$ cat src/rtl/fmlgen.sv
// Purpose : CSR-controlled FML traffic generator; issues 4-beat 64-bit bursts and checks read data.
// Latency : burst request one cycle after start; beats begin the cycle after fml_ack; csr_do one cycle after access.
// Backpres: fml_stb holds until fml_ack; beats are never stalled once a burst is accepted.
// Ports   : sys_clk/sys_rst_n clock and async active-low reset; csr_a/csr_we/csr_di/csr_do register access;
//           fml_adr/fml_stb/fml_we/fml_ack burst handshake; fml_sel/fml_do write beats; fml_di read beats.
module fmlgen #(
    parameter logic [3:0] csr_addr  = 4'h0,
    parameter int          fml_depth = 26
) (
    input  logic                 sys_clk,
    input  logic                 sys_rst_n,
    input  logic [13:0]          csr_a,
    input  logic                 csr_we,
    input  logic [31:0]          csr_di,
    output logic [31:0]          csr_do,
    output logic [fml_depth-1:0] fml_adr,
    output logic                 fml_stb,
    output logic                 fml_we,
    input  logic                 fml_ack,
    output logic [7:0]           fml_sel,
    output logic [63:0]          fml_do,
    input  logic [63:0]          fml_di
);
    // burst-granular (32-byte) address width
    localparam int BW = fml_depth - 5;

    typedef enum logic [1:0] {S_IDLE, S_REQ, S_BEAT} state_t;

    state_t              r_state;
    logic [1:0]          r_beat;
    logic                r_we;
    logic                r_abort;
    logic [31:0]         r_base;
    logic [31:0]         r_count;
    logic [31:0]         r_done;
    logic [31:0]         r_seed;
    logic [31:0]         r_errs;
    logic [31:0]         r_cycles;
    logic [31:0]         r_csr_do;
    logic [fml_depth-1:0] r_adr;
    logic                r_stb;
    logic [7:0]          r_sel;
    logic [63:0]         r_do;

    logic        w_sel;
    logic        w_wr;
    logic        w_busy;
    logic        w_ctrl_wr;
    logic        w_abort_req;
    logic [31:0] w_word;
    logic [31:0] w_word_nxt;
    logic [63:0] w_pat;
    logic [31:0] w_done_inc;
    logic [BW-1:0] w_blk_nxt;
    logic        w_unused;

    assign w_sel       = (csr_a[13:10] == csr_addr);
    assign w_wr        = w_sel & csr_we;
    assign w_busy      = (r_state != S_IDLE);
    assign w_ctrl_wr   = w_wr & (csr_a[2:0] == 3'd0);
    assign w_abort_req = w_busy & w_ctrl_wr & ~csr_di[0];

    // r_beat sits at 0 outside BEAT, so w_word is also the first word of the next burst while in REQ
    assign w_word     = r_seed + {r_done[29:0], 2'b00} + {30'd0, r_beat};
    assign w_word_nxt = w_word + 32'd1;
    assign w_pat      = {~w_word, w_word};
    assign w_done_inc = r_done + 32'd1;
    assign w_blk_nxt  = r_base[fml_depth-1:5] + w_done_inc[BW-1:0];

    assign w_unused = &{1'b0, csr_a[9:3]};

    assign csr_do  = r_csr_do;
    assign fml_adr = r_adr;
    assign fml_stb = r_stb;
    assign fml_we  = r_we;
    assign fml_sel = r_sel;
    assign fml_do  = r_do;

    always_ff @(posedge sys_clk or negedge sys_rst_n) begin
        if (!sys_rst_n) begin
            r_state  <= S_IDLE;
            r_beat   <= 2'd0;
            r_we     <= 1'b0;
            r_abort  <= 1'b0;
            r_base   <= 32'd0;
            r_count  <= 32'd0;
            r_done   <= 32'd0;
            r_seed   <= 32'd0;
            r_errs   <= 32'd0;
            r_cycles <= 32'd0;
            r_csr_do <= 32'd0;
            r_adr    <= '0;
            r_stb    <= 1'b0;
            r_sel    <= 8'd0;
            r_do     <= 64'd0;
        end else begin
            // register read data reflects the values before any write on this edge
            if (!w_sel) begin
                r_csr_do <= 32'd0;
            end else begin
                case (csr_a[2:0])
                    3'd0:    r_csr_do <= {30'd0, r_we, w_busy};
                    3'd1:    r_csr_do <= r_base;
                    3'd2:    r_csr_do <= r_count;
                    3'd3:    r_csr_do <= r_done;
                    3'd4:    r_csr_do <= r_seed;
                    3'd5:    r_csr_do <= r_errs;
                    3'd6:    r_csr_do <= r_cycles;
                    default: r_csr_do <= 32'd0;
                endcase
            end

            if (w_busy) begin
                r_cycles <= r_cycles + 32'd1;
            end

            if (w_wr && !w_busy) begin
                case (csr_a[2:0])
                    3'd1:    r_base  <= csr_di;
                    3'd2:    r_count <= csr_di;
                    3'd4:    r_seed  <= csr_di;
                    default: ;
                endcase
            end

            if (w_abort_req) begin
                r_abort <= 1'b1;
            end

            case (r_state)
                S_IDLE: begin
                    if (w_ctrl_wr && csr_di[0]) begin
                        r_done   <= 32'd0;
                        r_errs   <= 32'd0;
                        r_cycles <= 32'd0;
                        if (r_count != 32'd0) begin
                            r_we    <= csr_di[1];
                            r_state <= S_REQ;
                            r_stb   <= 1'b1;
                            r_adr   <= {r_base[fml_depth-1:5], 5'b00000};
                        end
                    end
                end
                S_REQ: begin
                    if (fml_ack) begin
                        r_stb   <= 1'b0;
                        r_state <= S_BEAT;
                        r_beat  <= 2'd0;
                        if (r_we) begin
                            r_do  <= w_pat;
                            r_sel <= 8'hFF;
                        end
                    end
                end
                S_BEAT: begin
                    if (!r_we && (fml_di != w_pat) && (r_errs != 32'hFFFF_FFFF)) begin
                        r_errs <= r_errs + 32'd1;
                    end
                    r_beat <= r_beat + 2'd1;
                    if (r_beat == 2'd3) begin
                        r_do   <= 64'd0;
                        r_sel  <= 8'd0;
                        r_done <= w_done_inc;
                        // an abort written on this very edge still stops before the next burst
                        if ((w_done_inc == r_count) || r_abort || w_abort_req) begin
                            r_state <= S_IDLE;
                            r_abort <= 1'b0;
                        end else begin
                            r_state <= S_REQ;
                            r_stb   <= 1'b1;
                            r_adr   <= {w_blk_nxt, 5'b00000};
                        end
                    end else if (r_we) begin
                        r_do <= {~w_word_nxt, w_word_nxt};
                    end
                end
                default: r_state <= S_IDLE;
            endcase
        end
    end
endmodule

$ cat config.mk
export PLATFORM = sky130hd
export DESIGN_NAME = fmlgen
export DESIGN_NICKNAME = d
export VERILOG_FILES = /design/src/rtl/fmlgen.sv
export SDC_FILE = /design/constraint.sdc
export NUM_CORES = 1
export LEC_CHECK = 0
export BUFFER_PORTS_ARGS = -buffer_cell sky130_fd_sc_hd__buf_2
export CAP_MARGIN = 40
export CORE_ASPECT_RATIO = 2
export CORE_MARGIN = 2
export CORE_UTILIZATION = 35
export DETAILED_ROUTE_END_ITERATION = 10
export GPL_TIMING_DRIVEN = 0
export PLACE_DENSITY = 0.55
export REMOVE_ABC_BUFFERS = 1
export SYNTH_ARGS = -nofsm -noshare
export SYNTH_HDL_FRONTEND = slang
export SYNTH_SLANG_ARGS = --single-unit
$ cat constraint.sdc
create_clock -name sys_clk -period 4.77 [get_ports sys_clk]
set_input_delay 0.7155 -clock sys_clk [delete_from_list [all_inputs] [get_ports sys_clk]]
set_output_delay 0.7155 -clock sys_clk [all_outputs]
set_load 0.005 [all_outputs]
# == Yosys cells after proc, flatten, opt, wreduce, memory -nomap -nowiden ==
# Cells that the tools add are included.
# word_totals
ram_bits,0
n_memories,0
latch_bits,0
register_bits,329
mem_bits_ro,0
# classes
magnitude_cmp,0
n_mux,42
shift,0
n_bitwise,7
n_div,0
n_eq_ne,20
n_reduce_logical,28
mul,0
addsub,8
# ops
operator,n
$mux W64,4
$mux W32,7
$pmux W32 S7,1
$add A32 B1 Y32 const B,4
$pmux W32 S2,2
$pmux W64 S2,1
$mux W26,4
$ne A64 B64 Y1,1
$not A32 Y32,2
$pmux W26 S2,1
$add A32 B2 Y32,1
$add A32 B32 Y32,1
$eq A32 B32 Y1,1
$ne A32 B32 Y1 const B,1
$reduce_bool A32 Y1,1
$mux W8,3
$add A21 B21 Y21,1
$pmux W8 S2,1
$ne A2 B2 Y1 const B,7
$reduce_and A4 Y1,3
$mux W1,10
$mux W2,5
$eq A3 B3 Y1 const B,3
$reduce_and A3 Y1,3
other kinds (22),37

# == Logic depth before layout (Yosys ltp) ==
# Gate-level depths: netlist of run 1.
# logic_depth
depth_word,9
mapped_depth,19

# == Worst setup path before layout of run 1 ==
# OpenSTA, ideal clock, no wires.
# synth_path
path_type,register -> register
start,reg r_beat[0]
end,reg r_errs[10]
stages_incl_launch_ff,17
arrival_ns,4.041
setup_time_ns,0.134
path_slack_ns,0.595
path_buffers,3
synth_period_minus_slack_ns,4.175
path_cell_list,dfrtp_1 -> ha_1 -> fa_1 -> a211o_1 -> and2_4 -> buf_6 -> o211ai_1 -> o21ai_1 -> a2bb2oi_1 -> mux2_2 -> or3b_2 -> a222oi_1 -> and4_1 -> buf_2 -> and2_1 -> buf_4 -> o41ai_1
# synth_between
elab_chain_len,7
# synth_rtl
item,line_no,rtl
"start, declared",30,logic [1:0] r_beat;
"start signal, assigned",159,r_beat <= r_beat + 2'd1;
$add A32 B2 Y32 *,64,"assign w_word = r_seed + {r_done[29:0], 2'b00} + {30'd0, r_beat};"
$not A32 Y32,66,"assign w_pat = {~w_word, w_word};"
$ne A64 B64 Y1 *,156,if (!r_we && (fml_di != w_pat) && (r_errs != 32'hFFFF_FFFF)) begin
$logic_and A1 B1 Y1 * (2 in a row),156,
$ne A2 B2 Y1 (no source line) *,-,
$reduce_and A3 Y1 (no source line) *,-,
"end signal, assigned",157,r_errs <= r_errs + 32'd1;
"end, declared",37,logic [31:0] r_errs;
# Mark *: on every way between the ends. The rest lies on a longest branch, timed or not.
# A chain may end at the register's enable or synchronous reset.

# == Worst setup path in the final report of run 1 ==
# layout_path
start,reg r_done[13]
end,reg r_errs[10]
# layout_between
elab_chain_len,8
# layout_rtl
item,line_no,rtl
"start, declared",35,logic [31:0] r_done;
"start signal, assigned",163,r_done <= w_done_inc;
$add A32 B32 Y32 *,64,
$add A32 B2 Y32 *,64,
$not A32 Y32,66,
$ne A64 B64 Y1 *,156,
$logic_and A1 B1 Y1 * (2 in a row),156,
$ne A2 B2 Y1 (no source line) *,-,
$reduce_and A3 Y1 (no source line) *,-,
# Marks and branches as above.

==> flow_summary.toml, run 1 <==
[pwr]
p_per_area_nw_per_um2 = 523
report.power.total_w = 0.0132
switching_share_pct = 45.3
p_int_w = 0.00724
p_switching_w = 0.00599
ir_drop_uv = 303
clkPwrFrac_pct = 19.6
pwr-share-seq_pct = 31.8
combPwrFrac_pct = 48.6
p_leak_nw = 10.6

[floorplanning]
dieArea_um2 = 63700
coreArea_um2 = 60900
row_count = 128
die-height_um = 355
ios = 246
die_x_um = 179
start_util_pct = 35.4

[setup_path]
critical_path_buf_inv_count = 2
critPathKind = "reg -> reg"
critical_path.endpoint_type = "flop"
cp-start-kind = "flop"
cp_slowest_cell = "dfrtp_1"
worst_path_largest_cell_delay_ps = 510
worstPathRequired_ps = 5250
crit_chain = "ha_2 -> nand2_1 -> nor3_4 -> o2111ai_1 -> nand3_2 -> nor2_1 -> nor4b_2 -> nand4_1 -> a2111oi_2 -> buf_2 -> and4_4 -> and2_4 -> buf_12 -> o41ai_1"
worstPathArrival_ps = 5190
critPathMaxFanout = 20
path_delay_family = "simple AND/OR/NAND/NOR gates"

[timing]
tns_ps = 0
finClkSkew_ps = 10.4
finalHoldViolations = 0
setup_viol = 0
finalCritPeriodShare_pct = 98.8
drv_slew = 0
slew_headroom_pct = 39.8
post-route-min-period_ps = 4710
postLayoutSetupSlackWorst_ps = 56.3
fmax_mhz = 212
tightest_slew_ps = 897
rsz0062_at_grt = "true"

[finish]
fin_cells = 3345
area_delta_synth_final_pct = 17.5
layout-drive-gt1-share_pct = 23.2
final_nets = 2712
nFillCells = 6070
fin_area_um2 = 25300

[cts]
cts.htree.levels = 1
cts_tree = "done"
clock_latency_ps = 610
cts_root_buffer = "clkbuf_16"
cts.clk_slew.worst_paths_ps = 70
cts_sinks = 317
postCtsHoldBufs = 0
numCtsBuffers = 30
cts_buffer_depth = 3

[global_routing]
grt_pass1_wl_mm = 126
grt_usage_pct = 25.5
grt_pass1_vias = 20421
grt-ovfl-total = 0
grt_max_degree = 99
antenna_found_initial = 6

[detailed_routing]
drt_iter0_markers = 1570
dr_wl_met2_mm = 42.8
drt-pass1-iter-count = 6
viasPerCell = 6.14
drc = 0
dr.max_layer_used = "met5"
drt-total-wl_mm = 83.8
vias = 20546
wl_met3_mm = 4.48
ant_nets = 0
met1_length_mm = 30.0
wl_per_cell_um = 25.0

[worst_hold_path]
min_path_type = "in -> async"

[yosys]
ys_warn_count = 0
syn_inst = 2395
syn_area_per_cell_um2 = 8.99
mappedNetlistArea_um2 = 21500
seq_area_frac_synth_pct = 36.8
synth-async-reset-ratio_pct = 100
synthFlopType = "dfrtp_1"
synth-seq-cells = 317
synth-edff-count = 0
yosysUniqueCellTypes = 97

[placement]
dp_cells = 3267
placed_area_um2 = 23700
place_congestion = 0.944
post-place-ws_ps = -1770
dp_hpwl_mm = 63.3
port_buffers = 233

[run]
maxCapViolations = 0

[run_status]
status = "finished, final reports clean"
[layout make-up]
cell class                 instances  area [um2]  area share, %
multi-input combinational       1869       13200           52.2
clock buffer                      42         877           3.47
timing repair buffer             291        2030           8.02
inverter                          31         116          0.460
antenna                            1        2.50        0.00989
clock inverter                    14         160          0.633
tap                              780         976           3.86
sequential                       317        7940           31.4
[stage by stage]
step                      util (%)  hold slack, ps
after detailed placement      39.0             478
final                         41.6            35.6
after global placement        37.6             472
after CTS                     41.2            47.3
after global routing          41.6            72.6
after floorplan                  -             420
[synthesized netlist by cell type (52+ instances only)]
library cell	count	area share, %
o21ai_0	149	3.5
nor2_1	168	2.9
a21oi_1	106	2.5
dfrtp_1	317	37
clkbuf_1	117	2.0
ha_1	56	3.3
nand3_1	116	2.7
a31oi_1	52	1.5
xnor2_1	75	3.0
a22oi_1	110	3.8
nand2_1	204	3.6
mux2_2	130	6.8
[worst paths after layout]
| kind | endpoint | start | depth (start not counted) | slack, ps |
|---|---|---|---|---|
| setup / recovery | r_errs[10] | r_done[13] | 14 | 60 |
| setup reg to reg | r_errs[10] | r_done[13] | 14 | 60 |
| hold / removal | r_base[10] | sys_rst_n | 1 | 40 |
| min in group sys_clk | r_seed[26] | csr_di[26] | 2 | 370 |
| max in group asynchronous | r_base[30] | sys_rst_n | 4 | 3030 |
| hold reg to reg | fml_do[7] | fml_do[7] | 1 | 490 |
[registers in the layout, indices dropped and copies added, names as in the netlist]
signal and flops:
r_base 32, r_count 32, r_state 2, r_errs 32
fml_do 64, fml_adr 21, r_beat 2, r_cycles 32
fml_sel 1, r_abort 1, csr_do 32, fml_stb 1
fml_we 1, r_seed 32, r_done 32
[power groups by stage]
stage          combinational (W)  sequential, W  clock, W
2_1_floorplan            0.00402        0.00393         0
6_report                 0.00643        0.00421   0.00259
4_1_cts                  0.00629        0.00419   0.00265
3_5_place_dp             0.00609        0.00423         0
3_3_place_gp             0.00583        0.00420         0
5_1_grt                  0.00700        0.00429   0.00275
[routing by layer]
| layer | GRT usage, % | vias up |
|---|---|---|
| met5 | 0 | - |
| met4 | 17.4 | 10 |
| met3 | 3.35 | 253 |
| met2 | 45.9 | 826 |
| met1 | 27.7 | 10183 |
| li1 | - | 9274 |
[worst register-to-register path, cell delays in order (launching register included)]
cell,delay (ps)
dfrtp_1,510
ha_2,520
nand2_1,160
nor3_4,400
o2111ai_1,360
nand3_2,310
nor2_1,170
nor4b_2,380
nand4_1,180
a2111oi_2,440
buf_2,300
and4_4,330
and2_4,230
buf_12,180
o41ai_1,110
[cell usage in the layout, fill, tap and decap left out, types with 18 or more instances in the layout]
cell	count
a21o_1	26
a21oi_1	100
a22oi_1	110
a31oi_1	51
a41oi_1	33
and2_1	19
and3_1	41
buf_2	235
buf_4	25
clkbuf_16	31
dfrtp_1	314
ha_1	42
inv_1	31
mux2_2	129
mux2i_1	29
nand2_1	198
nand2b_1	25
nand3_1	114
nand3b_1	19
nand4_1	38
nor2_1	162
nor2b_1	21
nor3_1	39
o21a_1	44
o21ai_0	143
o21ai_1	18
o221ai_1	26
o31ai_1	22
o41ai_1	19
xnor2_1	67
xor2_1	43
[kinds of logic (layout without fill, tap and decap cells)]
logic type	after synthesis	count (layout)	synth area share (%)
AO/OA/AOI/OAI	723	723	23.3
XOR/XNOR	123	123	5.04
adder cells (fa/ha/maj)	58	58	3.44
buffers and inverters	215	378	4.26
flip-flops	317	317	36.8
multiplexers	161	161	8.24
other	1	6	0.0174
AND/OR/NAND/NOR	797	799	18.9
[timing repair]
item	4_1_cts	5_1_grt
buffers inserted	8	11
hold endpoints to repair	0	0
gates cloned	1	1
pin swaps	6	8
resized for setup	54	33
endpoints found under the setup margin	68	65
Note: power is estimated with default switching activity, not from simulation.
==> run 2, diff against run 1 <==
--- a/config.mk
+++ b/config.mk
@@ -7,13 +7,13 @@
 export LEC_CHECK = 0
 export BUFFER_PORTS_ARGS = -buffer_cell sky130_fd_sc_hd__buf_2
 export CAP_MARGIN = 40
-export CORE_ASPECT_RATIO = 2
 export CORE_MARGIN = 2
 export CORE_UTILIZATION = 35
 export DETAILED_ROUTE_END_ITERATION = 10
 export GPL_TIMING_DRIVEN = 0
 export PLACE_DENSITY = 0.55
 export REMOVE_ABC_BUFFERS = 1
+export SETUP_SLACK_MARGIN = 0.4
 export SYNTH_ARGS = -nofsm -noshare
 export SYNTH_HDL_FRONTEND = slang
 export SYNTH_SLANG_ARGS = --single-unit
==> flow_summary.toml, run 2 (synthesis results as in run 1) <==
[cts]
cts_sinks = 317
cts.htree.levels = 2
cts_root_buffer = "clkbuf_16"
postCtsHoldBufs = 0
cts_buffer_depth = 3
numCtsBuffers = 40
cts.clk_slew.worst_paths_ps = 60
cts_tree = "done"
clock_latency_ps = 590

[global_routing]
grt_pass1_wl_mm = 122
grt_pass1_vias = 19723
grt_usage_pct = 24.8
antenna_found_initial = 2
grt_max_degree = 115
grt-ovfl-total = 0

[finish]
largest_reg_flops = 64
fin_area_um2 = 26300
layout_commonest_cell = "dfrtp_1"
final_nets = 2757
final_cell_mix = "dfrtp_1 (300), buf_2 (234), nand2_1 (197), nor2_1 (162), o21ai_0 (141)"
area_delta_synth_final_pct = 22.1
diodes = 0
layout-drive-gt1-share_pct = 26.8

[setup_path]
cp-start-kind = "flop"
critPathKind = "reg -> reg"
critPathMaxFanout = 7
worst_path_largest_cell_delay_ps = 460
worstPathRequired_ps = 5200
critical_path_buf_inv_count = 3
critical_path.endpoint_type = "flop"
cp_slowest_cell = "dfrtp_2"
path_delay_family = "compound AO/OA/AOI/OAI gates"
worstPathArrival_ps = 4740
crit_top_cell = "buf_4"
crit_chain = "ha_4 -> fa_2 -> a211o_1 -> and2_4 -> o211ai_1 -> buf_4 -> o21ai_4 -> a2bb2oi_2 -> mux2_4 -> or3b_4 -> a222oi_1 -> buf_4 -> and4_4 -> and2_4 -> buf_4 -> o41ai_1"

[pwr]
combPwrFrac_pct = 48.6
ir_drop_uv = 227
clkPwrFrac_pct = 21.2
pwr-share-seq_pct = 30.2
switching_share_pct = 44.3
p_per_area_nw_per_um2 = 537
p_leak_nw = 10.9
p_switching_w = 0.00626
p_int_w = 0.00787

[timing]
finalHoldViolations = 0
finClkSkew_ps = 21.1
hold_ws_ps = 194
drv_slew = 0
tightest_slew_ps = 819
postLayoutSetupSlackWorst_ps = 464
rsz0062_at_grt = "true"
finalCritPeriodShare_pct = 90.3
setup_viol = 0
slew_headroom_pct = 45.0
post-route-min-period_ps = 4310
fmax_mhz = 232
tns_ps = 0

[floorplanning]
ios = 246
row_count = 90
die_x_um = 252
die-height_um = 252
dieArea_um2 = 63500
coreArea_um2 = 60600
start_util_pct = 35.6

[detailed_routing]
drc = 0
viasPerCell = 6.09
drt_iter0_markers = 1677
drt-pass1-iter-count = 6
drt-total-wl_mm = 80.9
ant_nets = 0
wl_per_cell_um = 23.8
vias = 20660

[worst_hold_path]
min_path_type = "in -> async"

[run_status]
status = "finished, final reports clean"

[placement]
place_congestion = 0.912
placed_area_um2 = 23700
post-place-ws_ps = -1470
port_buffers = 233
dp_hpwl_mm = 59.0

[run]
maxCapViolations = 0
[run 2: cell count changes in the layout (fill, tap and decap cells not counted), moves of 11 or more]
cell / before / now
dfrtp_2: 3 / 17
clkbuf_16: 31 / 42
buf_4: 25 / 59
dfrtp_1: 314 / 300
ha_1: 42 / 26
[run 2: metal layers]
layer	track usage, %	wire, um	vias up
met5	0	25	-
met1	33.9	34700	10305
met4	7.59	2520	4
met3	4.03	5730	159
li1	-	-	9396
met2	40.0	37800	796
[run 2: repair_timing]
action / 4_1_cts / 5_1_grt
resized for setup: 96 / 91
pin swaps: 13 / 25
setup endpoints to repair: 81 / 75
setup buffers: 27 / 25
cloned: 2 / 2
endpoints found under the hold margin: 0 / 0
[run 2: stage by stage]
| step | util, % | power, W | instances |
|---|---|---|---|
| floorplan | - | 0.00795 | 2215 |
| global placement | 37.8 | 0.0100 | 3230 |
| detailed placement | 39.0 | 0.0103 | 3268 |
| CTS | 42.2 | 0.0137 | 3367 |
| global route | 43.4 | 0.0150 | 3395 |
| finish | 43.4 | 0.0141 | 3395 |
[run 2: final timing paths]
path | slack [ps] | cells after the start | to | from
setup / recovery | 460 | 16 | r_errs[3] | r_beat[0]
hold / removal | 190 | 1 | fml_do[37] | sys_rst_n
setup reg to reg | 460 | 16 | r_errs[3] | r_beat[0]
hold reg to reg | 480 | 1 | fml_do[46] | fml_do[46]
max in group asynchronous | 3020 | 3 | r_done[24] | sys_rst_n
min in group sys_clk | 390 | 2 | r_seed[15] | csr_di[15]
[run 2: layout make-up]
type                    count  area [um2]
fillers                  5903       34300
multi-input cells        1869       13700
repair buffers            326        2310
flip-flops and latches    317        7950
clock buffers              59        1130
clock inverters            11         141
inverters                  31         116
well taps                 782         978
[run 2: worst reg2reg max path: stages, from the launching register on]
cell	delay [ps]
dfrtp_2	460
ha_4	190
fa_2	370
a211o_1	320
and2_4	190
o211ai_1	170
buf_4	170
o21ai_4	80
a2bb2oi_2	160
mux2_4	340
or3b_4	390
a222oi_1	340
buf_4	200
and4_4	280
and2_4	260
buf_4	170
o41ai_1	80
[run 2: power groups by stage]
stage | clock [W] | sequential (W) | combinational [W]
detailed placement | 0 | 0.00424 | 0.00606
CTS | 0.00307 | 0.00420 | 0.00644
finish | 0.00300 | 0.00427 | 0.00687
global placement | 0 | 0.00422 | 0.00578
global route | 0.00318 | 0.00434 | 0.00751
floorplan | 0 | 0.00393 | 0.00402
==> run 3, diff against run 2 <==
--- a/config.mk
+++ b/config.mk
@@ -13,7 +13,7 @@
 export GPL_TIMING_DRIVEN = 0
 export PLACE_DENSITY = 0.55
 export REMOVE_ABC_BUFFERS = 1
-export SETUP_SLACK_MARGIN = 0.4
+export SETUP_SLACK_MARGIN = 0.5
 export SYNTH_ARGS = -nofsm -noshare
 export SYNTH_HDL_FRONTEND = slang
 export SYNTH_SLANG_ARGS = --single-unit
==> flow_summary.toml, run 3 (synthesis results as in run 1) <==
[run_status]
status = "finished, final reports clean"

[timing]
postLayoutSetupSlackWorst_ps = 473
drv_slew = 0
fmax_mhz = 233
finalCritPeriodShare_pct = 90.1
finClkSkew_ps = 26.0
slew_headroom_pct = 33.3
setup_viol = 0
tns_ps = 0
rsz0062_at_grt = "true"
tightest_slew_ps = 1000
finalHoldViolations = 0
post-route-min-period_ps = 4300

[finish]
fin_area_um2 = 26800
area_delta_synth_final_pct = 24.4
largest_reg_flops = 64
layout_commonest_cell = "dfrtp_1"
diodes = 0
final_nets = 2775
layout-drive-gt1-share_pct = 28.5
final_cell_mix = "dfrtp_1 (298), buf_2 (234), nand2_1 (197), nor2_1 (161), o21ai_0 (141)"
fin_util_pct = 44.2

[detailed_routing]
dr.max_layer_used = "met5"
drt_iter0_markers = 1651
vias = 20698
met1_length_mm = 35.3
viasPerCell = 6.06
wl_met3_mm = 5.64
dr_wl_met2_mm = 37.7
wl_per_cell_um = 23.9
drt-pass1-iter-count = 6
ant_nets = 0
drt-total-wl_mm = 81.6
drc = 0

[setup_path]
worstPathRequired_ps = 5200
critPathKind = "reg -> reg"
r2r_start = "r_seed[0]"
cp-start-kind = "flop"
crit_start = "r_seed[0]"
worstPathArrival_ps = 4730
critical_path.endpoint_type = "flop"
critPathMaxFanout = 7

[cts]
cts_buffer_depth = 3
numCtsBuffers = 40
cts.htree.levels = 2
cts_root_buffer = "clkbuf_16"
cts_tree = "done"
postCtsHoldBufs = 0
cts_sinks = 317
cts.clk_slew.worst_paths_ps = 60
clock_latency_ps = 600

[placement]
port_buffers = 233
dp_hpwl_mm = 59.0
placed_area_um2 = 23700
place_congestion = 0.912
post-place-ws_ps = -1470

[global_routing]
grt_pass1_vias = 19845
grt_pass1_wl_mm = 123
grt_max_degree = 115
antenna_found_initial = 2
grt_usage_pct = 24.8
grt-ovfl-total = 0

[worst_hold_path]
min_path_type = "in -> async"

[pwr]
p_leak_nw = 11.1
ir_drop_uv = 228
p_per_area_nw_per_um2 = 540
report.power.total_w = 0.0145

[run]
maxCapViolations = 0

[floorplanning]
start_util_pct = 35.6
die-height_um = 252
coreArea_um2 = 60600
dieArea_um2 = 63500
ios = 246
row_count = 90
die_x_um = 252
-- run 3: cell count changes in the layout (fill, tap and decap cells not counted), sizes merged --
cell	delta
buf	+17
clkbuf	+1
-- run 3: critical path, stage by stage, from the launching register on --
cell       delay (ps)
dfrtp_1           430
ha_4              190
fa_2              340
a211o_1           330
and2_4            210
o211ai_1          190
buf_4             170
o21ai_4            80
a2bb2oi_2         160
mux2_4            340
or3b_4            370
a222oi_1          330
buf_4             200
and4_4            280
and2_4            270
buf_6             170
o41ai_2            70
-- run 3: area by class of cell --
| class | instances | area [um2] |
|---|---|---|
| Fill cell | 5852 | 33800 |
| Multi-Input combinational cell | 1869 | 14000 |
| Sequential cell | 317 | 7960 |
| Timing Repair Buffer | 344 | 2470 |
| Clock buffer | 59 | 1130 |
| Tap cell | 782 | 978 |
| Clock inverter | 11 | 141 |
| Inverter | 31 | 116 |
-- run 3: repair_timing --
action / in CTS / in global routing
setup endpoints to repair: 83 / 74
cloned: 2 / 3
setup buffers: 40 / 29
pin swaps: 19 / 61
resized for setup: 118 / 124
-- run 3: report_power, final --
part,internal (W),switching [W]
Combinational,0.00303,0.00415
Sequential,0.00333,0.000962
Clock,0.00172,0.00128
Total,0.00807,0.00639
-- run 3: per-layer routing --
layer | up-vias | track usage [%]
met5 | - | 0
met4 | 4 | 8.13
met3 | 168 | 4.00
met2 | 792 | 40.0
met1 | 10304 | 34.0
li1 | 9430 | -
-- run 3: stage by stage --
step / hold WS [ps] / cells
4_1_cts: 196 / 3380
6_report: 192 / 3413
5_1_grt: 244 / 3413
2_1_floorplan: 420 / 2215
3_3_place_gp: 469 / 3230
3_5_place_dp: 476 / 3268
-- run 3: final timing paths --
| path | to | slack [ps] | cells past startpoint |
|---|---|---|---|
| max reg2reg | r_errs[30] | 470 | 16 |
| min | fml_do[37] | 190 | 1 |
| min reg2reg | fml_do[46] | 480 | 1 |
| max | r_errs[30] | 470 | 16 |
| max in group asynchronous | r_done[24] | 3000 | 3 |
| min in group sys_clk | r_seed[15] | 380 | 2 |
